**src/rtl/desort4_if.sv**
```systemverilog
// desort4_if: handshake bundle for the four-word de-sort stage.
//   in_valid/in_ready/in_data/in_sel : sorted-word input stream with slot tag
//   out_valid/out_ready              : restored-vector handshake
//   a, b, c, d                       : restored words (slot 0..3)
//   err                              : frame error flag, qualified by out_valid
// Modports: master = upstream/downstream environment, slave = desort4.
interface desort4_if #(parameter int W = 16);
  logic         in_valid;
  logic         in_ready;
  logic [W-1:0] in_data;
  logic [1:0]   in_sel;
  logic         out_valid;
  logic         out_ready;
  logic [W-1:0] a;
  logic [W-1:0] b;
  logic [W-1:0] c;
  logic [W-1:0] d;
  logic         err;

  modport master (
    output in_valid, in_data, in_sel, out_ready,
    input  in_ready, out_valid, a, b, c, d, err
  );

  modport slave (
    input  in_valid, in_data, in_sel, out_ready,
    output in_ready, out_valid, a, b, c, d, err
  );
endinterface

```
**src/rtl/desort4.sv**
```systemverilog
// desort4: four-word de-sort (scatter) stage.
// Collects four words, each tagged with its original slot code, writes each
// back to slot a/b/c/d, then presents the restored vector with valid/ready.
// Ports:
//   clk  : rising-edge clock
//   rst  : synchronous active-high reset
//   bus  : desort4_if.slave (input stream, output vector, err)
// Optional feature: define DESORT4_ORDER_CHECK_EN to also flag any word that
// is larger (unsigned) than the previous word of the same frame.
module desort4 #(
  parameter int W = 16
) (
  input  logic      clk,
  input  logic      rst,
  desort4_if.slave  bus
);

  localparam logic [0:0] COLLECT = 1'b0;
  localparam logic [0:0] HOLD    = 1'b1;

  logic [0:0]   state;
  logic [W-1:0] slot [4];
  logic [3:0]   filled;
  logic [1:0]   count;
  logic         err_q;
  logic         accept;
  logic         dup;
  logic         order_bad;
  logic         release_frame;

`ifdef DESORT4_ORDER_CHECK_EN
  logic [W-1:0] prev;
  // The first word of a frame has no predecessor, so it is never out of order.
  assign order_bad = (count != 2'd0) && (bus.in_data > prev);
`else
  assign order_bad = 1'b0;
`endif

  // Ready is a pure decode of the state register (gated by reset) so there is
  // no combinational path from in_valid or out_ready.
  assign bus.in_ready   = ~rst & (state == COLLECT);
  assign bus.out_valid  = (state == HOLD);
  assign accept         = bus.in_valid & bus.in_ready;
  assign dup            = filled[bus.in_sel];
  assign release_frame  = (state == HOLD) & bus.out_ready;

  assign bus.a   = slot[0];
  assign bus.b   = slot[1];
  assign bus.c   = slot[2];
  assign bus.d   = slot[3];
  assign bus.err = err_q;

  // NOTE: all state here uses non-blocking assignments so every register
  // samples the pre-edge values of its neighbours, whatever the statement order.
  always_ff @(posedge clk) begin
    if (rst) begin
      state  <= COLLECT;
      filled <= 4'd0;
      count  <= 2'd0;
      err_q  <= 1'b0;
      // NOTE: the slot array is reset explicitly because a slot never written
      // in a frame must read as zero; it is too small to need a RAM.
      for (int i = 0; i < 4; i++) slot[i] <= '0;
`ifdef DESORT4_ORDER_CHECK_EN
      prev   <= '0;
`endif
    end else if (accept) begin
      slot[bus.in_sel]   <= bus.in_data;
      filled[bus.in_sel] <= 1'b1;
      count              <= count + 2'd1;   // wraps to 0 on the 4th accept
      if (dup || order_bad) err_q <= 1'b1;
`ifdef DESORT4_ORDER_CHECK_EN
      prev               <= bus.in_data;
`endif
      if (count == 2'd3) state <= HOLD;
    end else if (release_frame) begin
      state  <= COLLECT;
      filled <= 4'd0;
      err_q  <= 1'b0;
      for (int i = 0; i < 4; i++) slot[i] <= '0;
    end
  end

endmodule

```
**src/flat_wrapper.sv**
```systemverilog
// flat-port wrapper written by rule: the top's interface ports become plain ports
module desort4_flat 
#(
  parameter int W = 16
)
  (clk, rst, bus_in_valid, bus_in_data, bus_in_sel, bus_out_ready, bus_in_ready, bus_out_valid, bus_a, bus_b, bus_c, bus_d, bus_err);
  desort4_if #(.W(W)) bus_i ();
  input  logic clk;
  input  logic rst;
  input wire logic [$bits(bus_i.in_valid)-1:0] bus_in_valid;
  input wire logic [$bits(bus_i.in_data)-1:0] bus_in_data;
  input wire logic [$bits(bus_i.in_sel)-1:0] bus_in_sel;
  input wire logic [$bits(bus_i.out_ready)-1:0] bus_out_ready;
  output wire logic [$bits(bus_i.in_ready)-1:0] bus_in_ready;
  output wire logic [$bits(bus_i.out_valid)-1:0] bus_out_valid;
  output wire logic [$bits(bus_i.a)-1:0] bus_a;
  output wire logic [$bits(bus_i.b)-1:0] bus_b;
  output wire logic [$bits(bus_i.c)-1:0] bus_c;
  output wire logic [$bits(bus_i.d)-1:0] bus_d;
  output wire logic [$bits(bus_i.err)-1:0] bus_err;
  assign bus_i.in_valid = bus_in_valid;
  assign bus_i.in_data = bus_in_data;
  assign bus_i.in_sel = bus_in_sel;
  assign bus_i.out_ready = bus_out_ready;
  assign bus_in_ready = bus_i.in_ready;
  assign bus_out_valid = bus_i.out_valid;
  assign bus_a = bus_i.a;
  assign bus_b = bus_i.b;
  assign bus_c = bus_i.c;
  assign bus_d = bus_i.d;
  assign bus_err = bus_i.err;
  desort4 #(.W(W)) u_core (.clk(clk), .rst(rst), .bus(bus_i));
endmodule
```
**config.mk**
```make
export PLATFORM = sky130hd
export DESIGN_NAME = desort4_flat
export DESIGN_NICKNAME = d
export VERILOG_FILES = /design/src/rtl/desort4_if.sv /design/src/rtl/desort4.sv /design/src/flat_wrapper.sv
export SDC_FILE = /design/constraint.sdc
export NUM_CORES = 1
export LEC_CHECK = 0
export BUFFER_PORTS_ARGS = -buffer_cell sky130_fd_sc_hd__buf_2
export CORE_MARGIN = 4
export CORE_UTILIZATION = 50
export CTS_CLUSTER_SIZE = 12
export DETAILED_ROUTE_END_ITERATION = 12
export PLACE_DENSITY = 0.8
export RECOVER_POWER = 50
export SYNTH_ARGS = -nofsm -noshare
export SYNTH_HDL_FRONTEND = slang
export SYNTH_SLANG_ARGS = --single-unit
export TNS_END_PERCENT = 50
```
**constraint.sdc**
```tcl
create_clock -name clk -period 4.4 [get_ports clk]
set_clock_uncertainty 0.1 [all_clocks]
set_input_delay 0.88 -clock clk [delete_from_list [all_inputs] [get_ports clk]]
set_output_delay 0.88 -clock clk [all_outputs]
set_load 0.02 [all_outputs]
```
==> run metrics <==
status completed; drt drc 0; Final Net Count 288; core area 0.00527 sq mm; unrepaired setup endpoints after global routing false; Gate power share 9.5%; CTS tree done; initial antenna violation count 0; Vias per Instance 4.79; Worst Path Buf+Inv 1; syn_area_per_cell 16.5 sq um; post-synthesis cell area 0.00280 sq mm; Post-synth top cells and2_1, edfxtp_1, dfxtp_1; P&R area growth vs syn 19.0%; clk sinks 72; CP Class primary input to register; cell family with most CP delay simple AND/OR/NAND/NOR gates; # H-tree levels 3; row cnt 26; CTS resizes 0; setup_tns 0 ns; top cell type's share of synthesized area 68.6%; Worst slew margin 26.3%; Buffers on Ports 88; dominant synthesized flop cell edfxtp_1; Post-CTS Hold Buffers 0; Synth area leaders edfxtp_1, and2_1, dfxtp_1; antenna fix cells 0; Crit path arrival time 2.45 ns; Final setup violation count 0; Psw 317 uW; Fin. Hold Viols 0; Crit-path slowest cell nand2b_1; Worst-Skew Late Latency 0.33 ns; worst path cell trace clkbuf_1, nand2b_1, nor3_4, nand2b_1; Fmax 0.385 GHz; root cell of the clock tree clkbuf_8; Slew Limit Fails 0; post-synth top area cell edfxtp_1; vias in the first global route 1696; sequential share of power 59.9%; delay of the slowest cell on the worst path 0.70 ns; global placer's final weighted congestion 0.738; dpl hpwl 3930 microns; Post-Syn Instances 170; Die ar. 0.00686 sq mm; Starting Density 53.2%; Hold WC Path Type register to register; DRT Pass-1 Iters 4; synthesized flop and latch total 72; crit-path most repeated cell nand2b_1; clock share of power 30.6%; Critical Path Start Type primary input; antenna-violating nets left 0; Final Cycle Share 59.0%; Crit. End Element register; layout cell share with drive strength beyond 1 21.3%; maximum VDD drop 0.000199 V; gr busiest metal met2; unique cell type count in the Yosys netlist 25; Pleak 1.29 nW; DIE HEIGHT 82.9 microns; pin count of the biggest net entering global routing 19; met1 Use GR 18.9%; pwr dens 398 mW/mm^2; post-synthesis sequential area ratio 74.3%; switching share of power 23.9%; Post-Route WL 5590 microns; EDFF count, synth 64; Num CTS Buffers 9; global-route wire length before repair 8880 microns; hold slack 0.371 ns; Worst Path Max Fanout 18; Req. time, crit path 4.26 ns; I/O pins 89; Final min period 2.60 ns; syn nets 193; P_int 1.01 mW; total gr overflow 0; Warnings, synthesis 0; GRT met3 Usage 3.86%; GR Util met2 29.8%; total track usage 16.8%; Post-CTS Setup Inserts 0; Async S/R FF share, synth 0%; Worst-Margin Slew 1.10 ns; via count 1620; clock slew at reported path FFs 0.07 ns; Max-Cap Viols 0; die width 82.9 microns; initial drt markers 72; Avg WL per Cell 16.6 microns; Max Buffers Root-to-Sink 2
[cells by family (layout without fill, tap and decap cells)]
family	count (synthesis)	in the layout	synth area share, %
flops	72	72	74.3
fa+ha+maj	1	1	0.447
buf+inv	5	103	1.65
mux	3	3	1.70
compound gates	7	7	1.74
simple gates	81	81	19.8
xor+xnor	1	1	0.313
[through the flow]
step	setup WS [ns]	total power [mW]	utilization (%)	std cells	cell area [sq um]
after floorplan	1.64	0.886	-	170	2800
after global placement	1.59	0.944	62.5	324	3290
after detailed placement	1.52	0.946	62.5	324	3290
after CTS	1.85	1.34	65.2	338	3440
after global routing	1.60	1.37	63.3	338	3330
final	1.80	1.33	63.3	338	3330
[area by class of cell]
cell class	instances	area, sq um
Sequential cell	72	2080
Fill cell	442	1940
Multi-Input combinational cell	93	634
Timing Repair Buffer	89	388
Clock buffer	11	131
Tap cell	70	87.6
Clock inverter	3	11.3
[worst paths after layout]
| kind | startpoint | end | slack [ns] | cells after the start |
|---|---|---|---|---|
| max | rst | u_core.slot[1][0] | 1.80 | 4 |
| min | u_core.filled[2] | u_core.filled[2] | 0.37 | 1 |
| max reg2reg | u_core.bus.out_valid | u_core.slot[1][0] | 2.11 | 3 |
| min reg2reg | u_core.filled[2] | u_core.filled[2] | 0.37 | 1 |
[flip-flops by register name (all words and copies together), names as in the netlist]
signal                cells
u_core.bus.err            1
u_core.bus.out_valid      1
u_core.count              2
u_core.filled             4
u_core.slot              64
[metal layers]
metal / share of wire, % / up-vias
met2: 54 / 51
met3: 5.2 / 11
li1: - / 787
met1: 38 / 771
met4: 2.1 / 0
met5: 0 / -
[worst reg2reg max path: cells and delay by family (launching register included)]
family	cells	cell delay, ns
flops	1	0.41
simple gates	3	1.41
[placed cells by master, fill, tap and decap left out]
cell type	Yosys	layout
and2_1	64	37
o21ai_2	0	1
mux2_2	1	1
nor2_1	5	6
nand3b_1	0	1
nand2b_1	3	4
o21a_1	4	4
and2_0	0	27
nand2_1	1	1
clkbuf_8	0	9
nand2b_2	1	1
clkbuf_1	0	48
nor3_4	2	2
dfxtp_1	8	8
xnor2_1	1	1
edfxtp_1	64	64
ha_1	1	1
mux4_1	1	1
nor2b_1	1	1
a21oi_1	1	1
a22o_1	1	1
buf_2	1	43
mux2i_1	1	1
nor4_1	0	1
clkinv_1	0	3
[power by group through the flow]
stage	logic [mW]	clock network (mW)	registers, mW
after global placement	0.136	0	0.808
after detailed placement	0.138	0	0.808
final	0.127	0.406	0.794
after global routing	0.137	0.440	0.797
after CTS	0.139	0.409	0.794
after floorplan	0.0351	0	0.851
Power figures use the tool's default switching activity.
